**config.mk**
```make
export PLATFORM = sky130hd
export DESIGN_NAME = reg_write_arbiter
export DESIGN_NICKNAME = d
export VERILOG_FILES = /design/src/rtl/reg_write_arbiter.sv
export SDC_FILE = /design/constraint.sdc
export NUM_CORES = 1
export LEC_CHECK = 0
export CAP_MARGIN = 15
export CORE_AREA = 2 2 44 86
export CTS_CLUSTER_DIAMETER = 50
export DETAILED_ROUTE_END_ITERATION = 16
export DIE_AREA = 0 0 46 88
export PLACE_DENSITY = 0.82
export RECOVER_POWER = 100
export SLEW_MARGIN = 20
export SYNTH_ARGS = -nofsm -noshare
export SYNTH_HDL_FRONTEND = slang
export SYNTH_SLANG_ARGS = --single-unit
```
**constraint.sdc**
```tcl
create_clock -name clk -period 1.4 [get_ports clk]
set_input_delay 0.21 -clock clk [delete_from_list [all_inputs] [get_ports clk]]
set_output_delay 0.21 -clock clk [all_outputs]
set_load 0.05 [all_outputs]
```
**src/rtl/reg_write_arbiter.sv**
```systemverilog
// reg_write_arbiter: four requesters share one 8-bit register through a
// round-robin ownership grant. While a requester owns the register, only its
// write lane is accepted. Every ownership is followed by at least one IDLE
// cycle, so consecutive grants are always separated by a gnt = 0 bubble.
//
// Optional build macro REG_ARB_TIMEOUT_EN adds an ownership watchdog. With it,
// an owner that holds req for TIMEOUT_CYCLES owned cycles is forced off the bus
// and timeout pulses for one cycle. Without it, ownership is unbounded and
// timeout is tied low.
//
// state    | meaning
// ---------+--------------------------------------------------------------
// ST_IDLE  | no owner; round-robin search from r_ptr over req each cycle
// ST_OWNED | r_owner holds the register; its wr_en lane loads q
module reg_write_arbiter #(
    parameter int TIMEOUT_CYCLES = 16
) (
    input  logic        clk,
    input  logic        reset,
    input  logic [3:0]  req,
    input  logic [3:0]  wr_en,
    input  logic [31:0] wr_data,
    output logic [3:0]  gnt,
    output logic [1:0]  owner,
    output logic        busy,
    output logic [7:0]  q,
    output logic [7:0]  qn,
    output logic        timeout
);

    typedef enum logic {
        ST_IDLE  = 1'b0,
        ST_OWNED = 1'b1
    } state_t;

    state_t      r_state;
    state_t      w_state_nxt;
    logic [1:0]  r_ptr;
    logic [1:0]  w_ptr_nxt;
    logic [1:0]  r_owner;
    logic [1:0]  w_owner_nxt;
    logic [3:0]  r_gnt;
    logic [3:0]  w_gnt_nxt;
    logic [7:0]  r_q;
    logic [7:0]  w_q_nxt;
    logic [1:0]  w_pick;
    logic        w_pick_vld;
    logic [7:0]  w_owner_byte;
    logic        w_expire;

    if (TIMEOUT_CYCLES < 1) begin : g_bad_timeout
        $error("reg_write_arbiter: TIMEOUT_CYCLES must be at least 1");
    end

    assign w_owner_byte = wr_data[{r_owner, 3'b000} +: 8];

`ifdef REG_ARB_TIMEOUT_EN
    localparam int CNT_W = $clog2(TIMEOUT_CYCLES + 1);

    logic [CNT_W-1:0] r_cnt;
    logic             r_timeout;

    // The counter value during the k-th owned cycle is k-1, so the last
    // permitted cycle is the one that sees TIMEOUT_CYCLES-1.
    assign w_expire = (r_state == ST_OWNED) && req[r_owner] &&
                      (r_cnt == CNT_W'(TIMEOUT_CYCLES - 1));

    // Ownership-length counter (held clear while idle) and release pulse.
    always_ff @(posedge clk) begin
        if (reset) begin
            r_cnt     <= '0;
            r_timeout <= 1'b0;
        end else begin
            r_timeout <= w_expire;
            if (r_state == ST_IDLE) begin
                r_cnt <= '0;
            end else begin
                r_cnt <= r_cnt + 1'b1;
            end
        end
    end

    assign timeout = r_timeout;
`else
    assign w_expire = 1'b0;
    assign timeout  = 1'b0;
`endif

    // Round-robin search: walk ptr+3 down to ptr so the lowest offset wins.
    always_comb begin
        w_pick     = r_ptr;
        w_pick_vld = 1'b0;
        for (int i = 3; i >= 0; i--) begin
            if (req[r_ptr + 2'(i)]) begin
                w_pick     = r_ptr + 2'(i);
                w_pick_vld = 1'b1;
            end
        end
    end

    // Next-state, grant, pointer and register-write decode.
    always_comb begin
        w_state_nxt = r_state;
        w_gnt_nxt   = r_gnt;
        w_owner_nxt = r_owner;
        w_ptr_nxt   = r_ptr;
        w_q_nxt     = r_q;
        case (r_state)
            ST_IDLE: begin
                w_gnt_nxt = 4'b0000;
                if (w_pick_vld) begin
                    w_state_nxt = ST_OWNED;
                    w_gnt_nxt   = 4'b0001 << w_pick;
                    w_owner_nxt = w_pick;
                end
            end
            ST_OWNED: begin
                // A write in the release cycle still lands.
                if (wr_en[r_owner]) begin
                    w_q_nxt = w_owner_byte;
                end
                if (!req[r_owner] || w_expire) begin
                    w_state_nxt = ST_IDLE;
                    w_gnt_nxt   = 4'b0000;
                    w_ptr_nxt   = r_owner + 2'd1;
                end
            end
            default: begin
                w_state_nxt = ST_IDLE;
                w_gnt_nxt   = 4'b0000;
            end
        endcase
    end

    // State and datapath registers; reset overrides everything.
    always_ff @(posedge clk) begin
        if (reset) begin
            r_state <= ST_IDLE;
            r_gnt   <= 4'b0000;
            r_owner <= 2'd0;
            r_ptr   <= 2'd0;
            r_q     <= 8'h00;
        end else begin
            r_state <= w_state_nxt;
            r_gnt   <= w_gnt_nxt;
            r_owner <= w_owner_nxt;
            r_ptr   <= w_ptr_nxt;
            r_q     <= w_q_nxt;
        end
    end

    assign gnt   = r_gnt;
    assign owner = r_owner;
    assign busy  = (r_state == ST_OWNED);
    assign q     = r_q;
    assign qn    = ~r_q;

endmodule

```
Word level (Yosys, flattened, before mapping)

Cells that the tools add are included.
W data, S select, Z words.

Flip-flop bits (word level): 17
Latch bits: 0
Memory bits (writable): 0
Memory bits (read-only): 0
Bits of input ports: 42
Output and inout port bits: 24
Logic and storage cells: 49
Memories kept: 0

Add/subtract/negate cells: 4
Multipliers: 0
Div/mod/pow operators: 0
Order comparisons: 5
Eq/ne operators: 1
Shifts and indexed selects: 2
Multiplexer cells: 26
Bitwise operators: 3
Reduce and logical (&&, ||, !) cells: 3

Operator list:

| operator              | number |
|---|---|
| $shiftx A32 B6 Y8     | 1 |
| $lt A2 B3 Y1 const B  | 5 |
| $bmux W1 S2           | 6 |
| $mux W1               | 12 |
| $mux W2               | 4 |
| $mux W4               | 2 |
| $not A8 Y8            | 1 |
| $pmux W4 S2           | 1 |
| $reduce_and A2 Y1     | 3 |
| $add A2 B1 Y2 const B | 2 |
| $add A2 B2 Y2 const B | 2 |
| $shl A1 B2 Y4 const A | 1 |
| $ne A2 B2 Y1 const B  | 1 |
| $not A1 Y1            | 2 |
| $pmux W1 S2           | 1 |

Logic depth before layout (Yosys ltp)

Depth after elaboration: 10
Gate-level depth with buffers: 5
Depth with buffers taken out: 5

Worst setup path after synthesis

No wires, ideal clock.

Path type: reg-to-reg
Start: reg r_owner[0], in the netlist owner[0]
End: reg r_q[1], in the netlist q[1]
Library setup time: 0.116 ns
Data arrival time: 1.758 ns
Required time: 1.284 ns
Path slack: -0.474 ns
Stages on the path, launching flop included: 5
Buffers on the path: 1
Period minus slack after synthesis: 1.874 ns
Cells stage by stage: dfxtp_1 -> buf_2 -> mux4_2 -> mux2i_1 -> nor2_1

Cells in the longest elaborated chain, start to end: 3
Elaborated cells on any way between the ends: 4
Those cells by class: 1 x shift; 2 x mux; 1 x reduce/logical

RTL lines:

| element                                                                   | RTL line | RTL |
|---|---|---|
| start: declaration                                                        | 40       | `logic [1:0] r_owner;` |
| start signal: assignment                                                  | 146      | `r_owner <= w_owner_nxt;` |
| parallel branches: the longest is 3 deep, another holds $shiftx A32 B6 Y8 | --       |  |
| end signal: assignment                                                    | 148      | `r_q <= w_q_nxt;` |
| end: declaration                                                          | 44       | `logic [7:0] r_q;` |

Several ways; the timed one is not identified. The select of a mux whose other input is x is not followed.
A chain may end at the register's enable or synchronous reset.

Worst setup path after layout

Start: reg r_owner[0], in the netlist owner[0]
End: reg r_q[2], in the netlist q[2]

Same word-level chain as after synthesis.

==> results.py <==
metrics = {
    "run_status": {
        "status": "finished, violations left",
        "violations": "negative setup slack",
    },
    "synthesis": {
        "synth.distinct_cells": 31,
        "synth_nets": 141,
        "yosysWarnings": 0,
        "syn_inst": 99,
        "synth_area_um2": 1035,
        "synth-seq-cells": 17,
        "syn_avg_cell_area_um2": 10.45,
        "ys_seq_area_share_pct": 32.89,
    },
    "route": {
        "route.vias.total": 1070,
        "drtIter0Drc": 21,
        "antenna_left": 0,
        "wl_um": 3431,
        "route.detailed.drc": 0,
        "drt_first_pass_iters": 4,
        "wl_per_cell_um": 16.57,
        "vias_per_cell": 5.169,
    },
    "setup_path": {
        "r2r_slack_ps": -30,
        "required_ps": 1540,
        "r2r_cells": 4,
        "end_kind": "register",
        "crit-reg2reg-launch": "owner[0]$_SDFFE_PP0P_",
        "r2r_end": "q[2]$_SDFFE_PP0P_",
        "critPathSlowestCell": "mux4_2",
        "start_kind": "register",
        "arrival_ps": 1570,
        "slowest_delay_ps": 550,
        "worstPathMaxFanout": 8,
        "critPathKind": "reg2reg",
        "path_cells": "mux4_2, nand2_8, mux2i_1, nor2_1",
    },
    "final_layout": {
        "final_layout_size_suffix_gt1_share_pct": 34.86,
        "fin_cells": 207,
        "post-route-cell-area_um2": 1938,
        "final_nets": 218,
        "syn_to_final_growth_pct": 87.30,
        "antenna-diode-count": 0,
    },
    "timing": {
        "finalHoldViolCount": 0,
        "rsz0062_at_grt": "yes",
        "worstMarginPinSlew_ps": 511.4,
        "min_period_ps": 1429,
        "drv_slew": 0,
        "finalSetupViolCount": 8,
        "fmax_mhz": 699.7,
        "setup_ws_ps": -29.14,
        "holdWs_ps": 514.0,
        "relSlewSlack_pct": 65.85,
        "skew_ps": 4.029,
        "finalCritPeriodShare_pct": 102.1,
    },
    "run": {
        "max_cap_viol_count": 0,
    },
    "global_routing": {
        "antenna_found_initial": 0,
        "grt_usage_pct": 17.76,
        "grt_max_degree": 18,
        "grt_pass1_vias": 1178,
        "grt_first_pass_wirelength_um": 5230,
        "grt_overflow": 0,
    },
    "placed_design": {
        "placed_cells": 203,
        "preCtsSetupSlack_ps": -442.7,
        "placed_area_um2": 2022,
        "numPortBuffers": 64,
        "gp_congestion": 0.8395,
        "dpl.hpwl_um": 2806,
    },
    "power_and_ir_drop": {
        "finalPower_w": 0.001742,
        "leakagePower_nw": 0.9596,
        "pwr_density_cell_nw_per_um2": 898.9,
        "vdd_drop_max_mv": 0.7045,
    },
    "clock_tree": {
        "clock_latency_ps": 250,
        "cts_tree": "done",
        "max-clock-path-buffers": 2,
        "cts_num_sinks": 17,
        "cts.clk_slew.worst_paths_ps": 70,
        "clockRootBuffer": "clkbuf_8",
        "htreeDepth": 1,
        "numCtsBuffers": 3,
    },
    "floorplanning": {
        "fp.dieArea_um2": 4048,
        "core-area_um2": 3378,
        "start_util_pct": 30.63,
        "num_io_pins": 66,
        "dieWidth_um": 46,
        "num_rows": 30,
        "die_y_um": 88,
    },
    "worst_hold_path": {
        "min_path_cells": 2,
        "hold_end": "gnt[2]$_SDFFE_PP0P_",
        "min_path_type": "reg2reg",
        "hp-start": "gnt[2]$_SDFFE_PP0P_",
    },
}
-- worst max path at each step --
stage                          start             endpoint  slack, ps  cells after the start
6_report       owner[0]$_SDFFE_PP0P_    q[2]$_SDFFE_PP0P_        -30                      4
5_1_grt        owner[0]$_SDFFE_PP0P_    q[4]$_SDFFE_PP0P_       -100                      4
4_1_cts        owner[0]$_SDFFE_PP0P_    q[2]$_SDFFE_PP0P_        -60                      4
3_5_place_dp                  req[3]  gnt[1]$_SDFFE_PP0P_       -440                      6
3_3_place_gp                  req[3]  gnt[1]$_SDFFE_PP0P_       -380                      6
2_1_floorplan  owner[0]$_SDFFE_PP0P_    q[0]$_SDFFE_PP0P_        -90                      4
-- final cells by class --
class / instances / area [um^2]
Timing Repair Buffer: 77 / 813.3
Tap cell: 32 / 40.04
Multi-Input combinational cell: 68 / 654.4
Fill cell: 296 / 1440
Sequential cell: 17 / 350.3
Clock buffer: 3 / 41.29
Clock inverter: 1 / 5.005
Inverter: 9 / 33.78
-- cell families after synthesis --
logic type	Yosys count	share of synthesized area, %
AOI/OAI and AO/OA	13	9.674
xor gates and xnor gates	1	0.8466
muxes	19	30.83
and+or+nand+nor	34	17.90
buffers and inverters	14	7.497
DFF	17	32.89
other	1	0.3624
-- what timing repair did --
item,in CTS,in global routing
pin swaps,4,4
setup buffers,0,0
endpoints found under the hold margin,0,0
setup endpoints to repair,17,12
resized for setup,4,6
hold buffers,0,0
-- layout by cell type (no fill, tap or decap), types with 2 or more instances in the layout --
cell,n
dfxtp_2,2
a22oi_2,2
mux4_2,10
dlymetal6s2s_1,10
inv_1,9
buf_4,13
a21oi_2,2
o21ai_1,2
clkbuf_2,5
clkbuf_8,3
dfxtp_4,2
mux2i_1,9
a32oi_2,2
dlygate4sd2_1,4
clkdlybuf4s50_1,37
buf_12,8
a21oi_1,2
dfxtp_1,13
nor2_1,20
nor2_2,2
-- worst max-delay path, delay by kind of cell (launching register included) --
family,cells,cell delay [ps]
and+or+nand+nor,2,180
muxes,2,770
DFF,1,350
-- synthesized netlist by cell type --
cell      count  area (um^2)
buf_2         1        5.000
conb_1        1        3.750
o21ai_0       2        10.01
or4_4         1        11.26
and2b_2       1        8.760
a211o_2       1        10.01
a32oi_1       2        17.52
a21oi_1       4        20.02
nand2b_4      1        13.76
mux2i_1       9        90.09
xnor2_1       1        8.760
o211ai_1      1        7.510
nor2b_1       1        6.260
clkbuf_1      1        3.750
buf_4         1        7.510
dfxtp_1      17        340.3
nor3_2        1        10.01
nand2_1       1        3.750
nor2_1       22        82.58
nor2b_2       1        8.760
nor3_1        1        5.000
and3_4        1        11.26
mux4_2        9        202.7
inv_1         9        33.78
mux4_1        1        26.28
clkbuf_8      2        27.53
o211a_1       1        10.01
and3b_1       1        8.760
nand2_2       1        6.260
a22oi_2       2        25.02
and2_4        1        8.760
-- flip-flops by register name, indices dropped and copies added, names as in the netlist --
| signal | flops |
|---|---|
| q | 8 |
| gnt | 4 |
| owner | 2 |
| r_ptr | 2 |
| busy | 1 |
-- where the power goes --
part / total, W / internal [W] / switching, W
Combinational: 0.000805 / 0.000400 / 0.000405
Sequential: 0.000567 / 0.000525 / 0.0000417
Clock: 0.000370 / 0.000198 / 0.000173
Total: 0.00174 / 0.00112 / 0.000620
-- through the flow --
stage               TNS [ps]  util, %
floorplan             -942.2        -
CTS                   -188.1    61.07
global placement       -4804    59.85
finish                -92.20    57.37
global route          -797.0    57.37
detailed placement     -5589    59.85
-- routing by layer --
metal / track usage [%] / vias to the layer above / routed length [um]
met5: 0 / - / 0
met2: 35.23 / 48 / 2045
met3: 2.887 / 9 / 202
met4: 8.312 / 0 / 68
li1: - / 507 / -
met1: 15.54 / 506 / 1114
(Power assumes the default switching activity.)
